[src/rtl/uart_pkg.sv]
`default_nettype none
// ============================================================================
//  uart_pkg : shared receive-state encoding and default frame geometry
//  Revision : 1.0
// ============================================================================
package uart_pkg;

  localparam int DEF_OVERSAMPLE  = 16;
  localparam int DEF_DATA_BITS   = 8;
  localparam int DEF_SYNC_STAGES = 2;
  localparam int CNT_W           = $clog2(DEF_OVERSAMPLE);

  typedef enum logic [2:0] {
    IDLE      = 3'd0,
    START     = 3'd1,
    DATA      = 3'd2,
    STOP      = 3'd3,
    WAIT_IDLE = 3'd4
  } rx_state_e;

endpackage
`default_nettype wire

[src/rtl/sync_ff.sv]
`default_nettype none
// ============================================================================
//  sync_ff  : multi-flop synchronizer for one asynchronous input, resets to 1
//  Revision : 1.0
// ============================================================================
module sync_ff #(
  parameter int STAGES = 2
) (
  input  logic clk,
  input  logic reset,
  input  logic async_in,
  output logic sync_out
);

  logic [STAGES-1:0] sync_q;
  logic [STAGES-1:0] sync_d;

  always_comb begin
    sync_d = {sync_q[STAGES-2:0], async_in};
  end

  // Reset value 1 keeps an idle-high line from looking like a start bit.
  always_ff @(posedge clk) begin
    if (reset) begin
      sync_q <= '1;
    end else begin
      sync_q <= sync_d;
    end
  end

  assign sync_out = sync_q[STAGES-1];

endmodule
`default_nettype wire

[src/rtl/uart_rx_ctrl.sv]
`default_nettype none
// ============================================================================
//  uart_rx_ctrl : 16x-oversampled UART receiver with valid/ack byte handoff
//  Revision     : 1.0
// ============================================================================
module uart_rx_ctrl
  import uart_pkg::*;
#(
  parameter int OVERSAMPLE  = DEF_OVERSAMPLE,
  parameter int DATA_BITS   = DEF_DATA_BITS,
  parameter int SYNC_STAGES = DEF_SYNC_STAGES
) (
  input  logic                 clk,
  input  logic                 reset,
  input  logic                 sample_en,
  input  logic                 rx_in,
  output logic [DATA_BITS-1:0] rx_data,
  output logic                 rx_valid,
  input  logic                 rx_ack,
  output logic                 frame_err,
  output logic                 overrun,
  output logic                 busy
);

  localparam int             CW    = $clog2(OVERSAMPLE);
  localparam int             BIT_W = $clog2(DATA_BITS + 1);
  localparam logic [CW-1:0]  MID   = CW'(OVERSAMPLE / 2 - 1);
  localparam logic [CW-1:0]  LAST  = CW'(OVERSAMPLE - 1);
  localparam logic [BIT_W-1:0] LAST_BIT = BIT_W'(DATA_BITS - 1);

  logic rx_s;

  sync_ff #(
    .STAGES (SYNC_STAGES)
  ) u_rx_sync (
    .clk      (clk),
    .reset    (reset),
    .async_in (rx_in),
    .sync_out (rx_s)
  );

  rx_state_e            state_q,     state_d;
  logic [CW-1:0]        cnt_q,       cnt_d;
  logic [BIT_W-1:0]     bit_cnt_q,   bit_cnt_d;
  logic [DATA_BITS-1:0] shift_q,     shift_d;
  logic [DATA_BITS-1:0] rx_data_q,   rx_data_d;
  logic                 rx_valid_q,  rx_valid_d;
  logic                 frame_err_q, frame_err_d;
  logic                 overrun_q,   overrun_d;
  logic                 busy_q,      busy_d;

  always_comb begin
    state_d     = state_q;
    cnt_d       = cnt_q;
    bit_cnt_d   = bit_cnt_q;
    shift_d     = shift_q;
    rx_data_d   = rx_data_q;
    rx_valid_d  = rx_valid_q & ~rx_ack;
    frame_err_d = 1'b0;
    overrun_d   = 1'b0;

    case (state_q)
      IDLE: begin
        if (!rx_s) begin
          state_d = START;
          cnt_d   = '0;
        end
      end
      START: begin
        if (sample_en) begin
          if (cnt_q == MID) begin
            if (rx_s) begin
              state_d = IDLE;
            end else begin
              state_d   = DATA;
              cnt_d     = '0;
              bit_cnt_d = '0;
            end
          end else begin
            cnt_d = cnt_q + 1'b1;
          end
        end
      end
      DATA: begin
        if (sample_en) begin
          cnt_d = cnt_q + 1'b1;
          if (cnt_q == LAST) begin
            // Right shift so the first (LSB) bit ends up at bit 0.
            shift_d   = {rx_s, shift_q[DATA_BITS-1:1]};
            bit_cnt_d = bit_cnt_q + 1'b1;
            if (bit_cnt_q == LAST_BIT) begin
              state_d = STOP;
            end
          end
        end
      end
      STOP: begin
        if (sample_en) begin
          cnt_d = cnt_q + 1'b1;
          if (cnt_q == LAST) begin
            if (rx_s) begin
              state_d = IDLE;
              // An ack landing on the completion edge frees the holding register.
              if (!rx_valid_q || rx_ack) begin
                rx_data_d  = shift_q;
                rx_valid_d = 1'b1;
              end else begin
                overrun_d = 1'b1;
              end
            end else begin
              frame_err_d = 1'b1;
              state_d     = WAIT_IDLE;
            end
          end
        end
      end
      WAIT_IDLE: begin
        if (rx_s) begin
          state_d = IDLE;
        end
      end
      default: begin
        state_d = IDLE;
      end
    endcase

    busy_d = (state_d != IDLE);
  end

  always_ff @(posedge clk) begin
    if (reset) begin
      state_q     <= IDLE;
      cnt_q       <= '0;
      bit_cnt_q   <= '0;
      shift_q     <= '0;
      rx_data_q   <= '0;
      rx_valid_q  <= 1'b0;
      frame_err_q <= 1'b0;
      overrun_q   <= 1'b0;
      busy_q      <= 1'b0;
    end else begin
      state_q     <= state_d;
      cnt_q       <= cnt_d;
      bit_cnt_q   <= bit_cnt_d;
      shift_q     <= shift_d;
      rx_data_q   <= rx_data_d;
      rx_valid_q  <= rx_valid_d;
      frame_err_q <= frame_err_d;
      overrun_q   <= overrun_d;
      busy_q      <= busy_d;
    end
  end

  assign rx_data   = rx_data_q;
  assign rx_valid  = rx_valid_q;
  assign frame_err = frame_err_q;
  assign overrun   = overrun_q;
  assign busy      = busy_q;

endmodule
`default_nettype wire
[config.mk]
export PLATFORM = sky130hd
export DESIGN_NAME = uart_rx_ctrl
export DESIGN_NICKNAME = d
export VERILOG_FILES = /design/src/rtl/uart_pkg.sv /design/src/rtl/sync_ff.sv /design/src/rtl/uart_rx_ctrl.sv
export SDC_FILE = /design/constraint.sdc
export NUM_CORES = 1
export LEC_CHECK = 0
export CORE_MARGIN = 4
export CORE_UTILIZATION = 50
export CTS_CLUSTER_SIZE = 8
export DETAILED_ROUTE_END_ITERATION = 7
export PLACE_DENSITY = 0.72
export SKIP_CTS_REPAIR_TIMING = 1
export SLEW_MARGIN = 5
export SYNTH_ARGS = -nofsm -noshare
export SYNTH_HDL_FRONTEND = slang
export SYNTH_HIERARCHICAL = 1
export SYNTH_SLANG_ARGS = --single-unit
[constraint.sdc]
create_clock -name clk -period 2 [get_ports clk]
set_clock_uncertainty 0.1 [all_clocks]
set_input_delay 0.4 -clock clk [delete_from_list [all_inputs] [get_ports clk]]
set_output_delay 0.4 -clock clk [all_outputs]
set_load 0.03 [all_outputs]
==> flow_metrics.tcl, run 1 <==
set metrics [dict create \
    avgViaCountPerCell 5.74 \
    synth.yosys.seq_area_share 0.439 \
    async_reset_ff_frac 0 \
    mappedNetlistArea_um2 1510 \
    crit_chain "clkdlybuf4s50_1" \
    setup.worst_path.end_class "output pin" \
    timing.final.setup_violations 0 \
    worst_slew_margin_rel 0.743 \
    vias 1239 \
    drt-pass1-iter-count 4 \
    numPlacedInstances 208 \
    post_synth_inst_count 159 \
    grt_start_max_net_pins 20 \
    synth-edff-count 0 \
    avg_wl_per_cell_um 14.1 \
    critPathRequiredTime_ns 1.50 \
    outcome "finished clean" \
    gp_congestion 0.866 \
    critPathMaxStageDelay_ns 0.68 \
    clk_pin_slew_worst_paths_ns 0.10 \
    final_setup_margin_ns 0.134 \
    tritoncts "yes" \
    chipHeight_um 62.9 \
    dp_hpwl_mm 2.26 \
    fmax_mhz 536 \
    design.final.nets 191 \
    global_route_wire_length_before_repair_mm 5.45 \
    ctsHtreeMaxLevel 2 \
    setup.worst_path.start "rx_valid" \
    num-fill-cells 245 \
    maxCapViolCount 0 \
    p_per_area_nw_per_um2 605 \
    postSynthAreaPerCell_um2 9.47 \
    synth.lib_cells_used.distinct 41 \
    placementRows 19 \
    worst_slack_placed_ns -0.0137 \
    measured_slew_at_the_worst_slew_check_pin_ns 0.375 \
    top_level_ports 17 \
    smallest_hold_slack_ns 0.318 \
    max-clock-path-buffers 2 \
    arrival_time_reported_for_the_critical_path_endpoint_ns 1.37 \
    critical_path_peak_fanout 2 \
    drt_iter0_markers 50 \
    ir_drop_v 0.000420 \
    grt_pass1_vias 1259 \
    syn_nets 166 \
    r2r-start "state_q[1]" \
    initial_core_util 0.537 \
    timing.final.hold_violations 0 \
    floorplan.core_area_um2 2810 \
    cts_made_buffers 5 \
    clock_sink_count 33 \
    remaining_drc_errors 0 \
    cpMaxStageDelayCell "clkdlybuf4s50_1" \
    critPathLaunchType "flop" \
    hp-class "reg2reg" \
    clk_root_buffer_cell "clkbuf_4" \
    setup_repair_after_global_routing_missed_its_margin "no" \
    worst_path_dominant_cell_family "buffers and inverters" \
    critical_path_buf_inv_count 1 \
    timing_worst_setup_path_type "reg2out" \
    chipWidth_um 62.9 \
    yosys_register_bits 33 \
    antenna-diode-count 0 \
    final.period_utilization 0.933 \
    yosys_warnings 6 \
    finalMaxSlewViolations 0 \
    detail-route-antenna-nets 0 \
    flow.area_growth_from_synthesis_pct 18.1 \
    globalRoute.totalOverflow 0 \
    antenna_found_initial 0 \
    die_area_um2 3950 \
    design_power_total_mw 1.08 \
    fraction_of_layout_cells_with_a_size_suffix_above_1 0.135 \
    globalRouteTotalUtil 0.166 \
    total_leakage_power_nw 0.716 \
    place.port_buffers 16 \
    postRouteWirelength_mm 3.05 \
    holdCritStartpoint "u_rx_sync/sync_q[0]" \
    finalNonFillerCells 216 \
    worstSkewPairLatency_ns 0.33 \
    ys_dominant_reg_cell "dfxtp_1" \
    timing.final.crit_period_ns 1.87 \
]
[path summary, 6_finish.rpt]
path / endpoint / slack, ns / cells past startpoint
worst max-delay path: rx_valid / 0.13 / 1
worst max register to register: bit_cnt_q[3] / 0.14 / 4
worst min register to register: u_rx_sync/sync_q[1] / 0.32 / 1
worst min-delay path: u_rx_sync/sync_q[1] / 0.32 / 1
[metrics by stage]
stage | utilization | setup TNS [ns] | instance area (µm²)
floorplan | - | 0 | 1510
global placement | 0.614 | 0 | 1720
detailed placement | 0.614 | -0.0137 | 1720
CTS | 0.634 | 0 | 1780
global route | 0.634 | 0 | 1780
finish | 0.634 | 0 | 1780
[cells by family (layout without fill, tap and decap cells)]
group                    after synthesis  count (layout)  synth area share
multiplexers                          17              17             0.113
AND/OR/NAND/NOR                       63              63             0.235
AO/OA/AOI/OAI                         31              31             0.132
adder cells (fa/ha/maj)                2               2            0.0166
buffers and inverters                 12              38            0.0582
XOR/XNOR                               1               1           0.00582
flip-flops                            33              33             0.439
[synth_stat cells (2+ instances only)]
library cell,number,area [µm²]
dfxtp_1,33,661
nor2_1,25,93.8
mux2i_1,17,170
a21oi_1,9,45.0
nor3_1,7,35.0
nand2_1,5,18.8
nand3_1,5,25.0
a211oi_1,4,30.0
nand3b_1,4,30.0
o21ai_0,4,20.0
a31oi_1,3,18.8
buf_6,3,33.8
clkbuf_1,3,11.3
inv_1,3,11.3
a2111oi_0,2,17.5
clkbuf_8,2,27.5
ha_1,2,25.0
nor2b_1,2,12.5
o21a_1,2,15.0
o21bai_1,2,15.0
or2_1,2,12.5
[placed cells by master (no fill, tap or decap), types with 2 or more instances in the layout]
cell             Yosys  layout
a21oi_1              9       9
or2_1                2       2
buf_4                0      10
clkinv_2             0       2
inv_1                3       3
nor2_1              25      25
clkbuf_4             0       5
nor2b_1              2       2
mux2i_1             17      17
a31oi_1              3       3
nor3_1               7       7
nand3b_1             4       4
dfxtp_1             33      33
o21a_1               2       2
a211oi_1             4       4
nand2_1              5       5
a2111oi_0            2       2
o21bai_1             2       2
ha_1                 2       2
o21ai_0              4       4
clkdlybuf4s50_1      0      16
nand3_1              5       5
[final cells by class]
class | count | area (µm²) | share of cell area
multi-input cells | 114 | 757 | 0.426
flip-flops and latches | 33 | 661 | 0.372
repair buffers | 27 | 255 | 0.144
well taps | 31 | 38.8 | 0.0218
clock buffers | 5 | 37.5 | 0.0211
clock inverters | 3 | 17.5 | 0.00985
inverters | 3 | 11.3 | 0.00633
[state kept, by name, summed over array words and instances (netlist names)]
register	cells
bit_cnt_q	4
u_rx_sync/sync_q	2
cnt_q	4
frame_err	1
rx_valid	1
state_q	3
busy	1
rx_data	8
shift_q	8
overrun	1
[power breakdown]
| part | total, mW | switching [mW] | internal (mW) |
|---|---|---|---|
| Sequential | 0.666 | 0.00392 | 0.662 |
| Clock | 0.353 | 0.221 | 0.132 |
| Combinational | 0.0558 | 0.0306 | 0.0252 |
| Total | 1.08 | 0.256 | 0.820 |
[metal layers]
layer | vias to the layer above | routed length [µm] | global-route usage
met2 | 24 | 1530 | 0.267
met4 | 0 | 27 | 0.0771
met1 | 594 | 1380 | 0.198
met3 | 4 | 110 | 0.0558
li1 | 617 | - | -
met5 | - | 0 | 0
(Power assumes the default switching activity.)
==> run 2, diff against run 1 <==
--- a/config.mk
+++ b/config.mk
@@ -9,6 +9,7 @@
 export CORE_UTILIZATION = 50
 export CTS_CLUSTER_SIZE = 8
 export DETAILED_ROUTE_END_ITERATION = 7
+export MAX_ROUTING_LAYER = met4
 export PLACE_DENSITY = 0.72
 export SKIP_CTS_REPAIR_TIMING = 1
 export SLEW_MARGIN = 5
==> run 2 against run 1 <==
  * Critical path depth unchanged
  * Combinational power down 0.7%
  * Worst setup slack got worse by 0.0056 ns
  * Count of clock-buffer cells in the layout rose by 2
  * Sequential cell count is the same
  * Global-route usage is 0.25 points lower
  * Core utilization grew 1.1 points
  * Register-to-register slack better by 0.07 ns
  * Via count fell by 1.8%
  * Fmax shrank 0.30%
  * Largest power group unchanged
==> flow_metrics.tcl, run 2 (synthesized netlist as in run 1, its figures left out) <==
set metrics [dict create \
    fraction_of_layout_cells_with_a_size_suffix_above_1 0.130 \
    drt-pass1-iter-count 4 \
    smallest_hold_slack_ns 0.320 \
    cts_made_buffers 5 \
    grt_pass1_vias 1124 \
    timing.final.hold_violations 0 \
    ctsHtreeMaxLevel 2 \
    fin_util 0.645 \
    antenna-diode-count 0 \
    globalRoute.totalOverflow 0 \
    hp-class "reg2reg" \
    r2r_cells 4 \
    max-clock-path-buffers 2 \
    critPathLaunchType "flop" \
    antenna_found_initial 0 \
    avgViaCountPerCell 5.63 \
    timing.final.crit_period_ns 1.87 \
    detail-route-antenna-nets 0 \
    flow.area_growth_from_synthesis_pct 20.1 \
    min_path_cells 1 \
    setup_repair_after_global_routing_missed_its_margin "no" \
    gp_congestion 0.827 \
    fmax_mhz 534 \
    maxCapViolCount 0 \
    chipHeight_um 62.9 \
    crit_chain "clkdlybuf4s50_1" \
    place.port_buffers 16 \
    tritoncts "yes" \
    clk_root_buffer_cell "clkbuf_4" \
    ir_drop_v 0.000466 \
    grt_start_max_net_pins 19 \
    remaining_drc_errors 0 \
    avg_wl_per_cell_um 13.8 \
    die_area_um2 3950 \
    timing.final.setup_violations 0 \
    critPathMaxStageDelay_ns 0.69 \
    final_cell_mix "dfxtp_1 (33), nor2_1 (25), mux2i_1 (17)" \
    worst_path_dominant_cell_family "buffers and inverters" \
    finalMaxSlewViolations 0 \
    global_route_wire_length_before_repair_mm 5.04 \
    total_leakage_power_nw 0.731 \
    drt_iter0_markers 64 \
    placementRows 19 \
    top_level_ports 17 \
    globalRouteTotalUtil 0.164 \
    placed_cell_area_um2 1720 \
    holdCritStartpoint "u_rx_sync/sync_q[0]" \
    setup.worst_path.end_class "output pin" \
    postRouteWirelength_mm 2.97 \
    design.final.nets 191 \
    clock_sink_count 33 \
    clk_pin_slew_worst_paths_ns 0.10 \
    final.period_utilization 0.936 \
    timing_worst_setup_path_type "reg2out" \
    p_per_area_nw_per_um2 687 \
    regToRegSetupSlack_ns 0.21 \
    critical_path_peak_fanout 2 \
    cpMaxStageDelayCell "clkdlybuf4s50_1" \
    floorplan.core_area_um2 2810 \
    critPathRequiredTime_ns 1.50 \
    worst_slew_margin_rel 0.733 \
    vias 1217 \
    r2r-start "state_q[1]" \
    most_common_cell_after_layout_fill_and_taps_aside "dfxtp_1" \
    outcome "finished clean" \
    measured_slew_at_the_worst_slew_check_pin_ns 0.399 \
    chipWidth_um 62.9 \
    initial_core_util 0.537 \
    dp_hpwl_mm 2.10 \
    arrival_time_reported_for_the_critical_path_endpoint_ns 1.37 \
    critical_path_buf_inv_count 1 \
    design_area_um2 1810 \
    num-fill-cells 233 \
    hold_ep "u_rx_sync/sync_q[1]" \
    r2r-end "bit_cnt_q[3]" \
    worstSkewPairLatency_ns 0.33 \
]
-- run 2: changes by cell type in the layout (fill, tap and decap cells not counted), sizes merged --
cell | previous run | this run
clkinv | 2 | 0
bufinv | 0 | 1
clkbuf | 5 | 7
clkinvlp | 1 | 0
-- run 2: how the worst max path moves through the flow --
stage                         to  slack (ns)                 from  cells after the start
finish                rx_data[3]        0.13           rx_data[3]                      1
global route                busy        0.02             cnt_q[0]                      5
CTS                   rx_data[3]        0.11           rx_data[3]                      1
detailed placement          busy     -0.0007            sample_en                      5
global placement            busy        0.06            sample_en                      5
floorplan           bit_cnt_q[3]        0.32  u_rx_sync/sync_q[1]                      5
-- run 2: metal layers --
metal	vias up	GRT usage	part of all wire
met5	-	-	0
met4	0	0.0496	0.012
met3	6	0.0665	0.043
met2	21	0.264	0.47
met1	567	0.186	0.47
li1	623	-	-
-- run 2: power breakdown --
group          switching [mW]  internal [mW]  total [mW]
clock                   0.223          0.298       0.521
combinational          0.0301         0.0253      0.0554
sequential            0.00398          0.662       0.666
total                   0.257          0.986        1.24
-- run 2: final cells by class --
type                       count  area (µm²)  share of cell area
tap                           31        38.8              0.0215
clock inverter                 1        30.0              0.0166
clock buffer                   7        55.1              0.0304
inverter                       3        11.3             0.00623
multi-input combinational    114         757               0.419
timing repair buffer          27         255               0.141
sequential                    33         661               0.365
-- run 2: through the flow --
stage	cells	worst slack, ns	setup TNS (ns)	total power [mW]
2_1_floorplan	159	0.324	0	0.714
3_3_place_gp	208	0.0633	0	0.735
3_5_place_dp	208	-0.000667	-0.000667	0.736
4_1_cts	216	0.109	0	1.26
5_1_grt	216	0.0193	0	1.30
6_report	216	0.128	0	1.24
==> run 3, diff against run 2 <==
--- a/config.mk
+++ b/config.mk
@@ -9,7 +9,6 @@
 export CORE_UTILIZATION = 50
 export CTS_CLUSTER_SIZE = 8
 export DETAILED_ROUTE_END_ITERATION = 7
-export MAX_ROUTING_LAYER = met4
 export PLACE_DENSITY = 0.72
 export SKIP_CTS_REPAIR_TIMING = 1
 export SLEW_MARGIN = 5
==> results of run 3 <==
The final DEF is identical to that of run 1; final timing and power are the same.
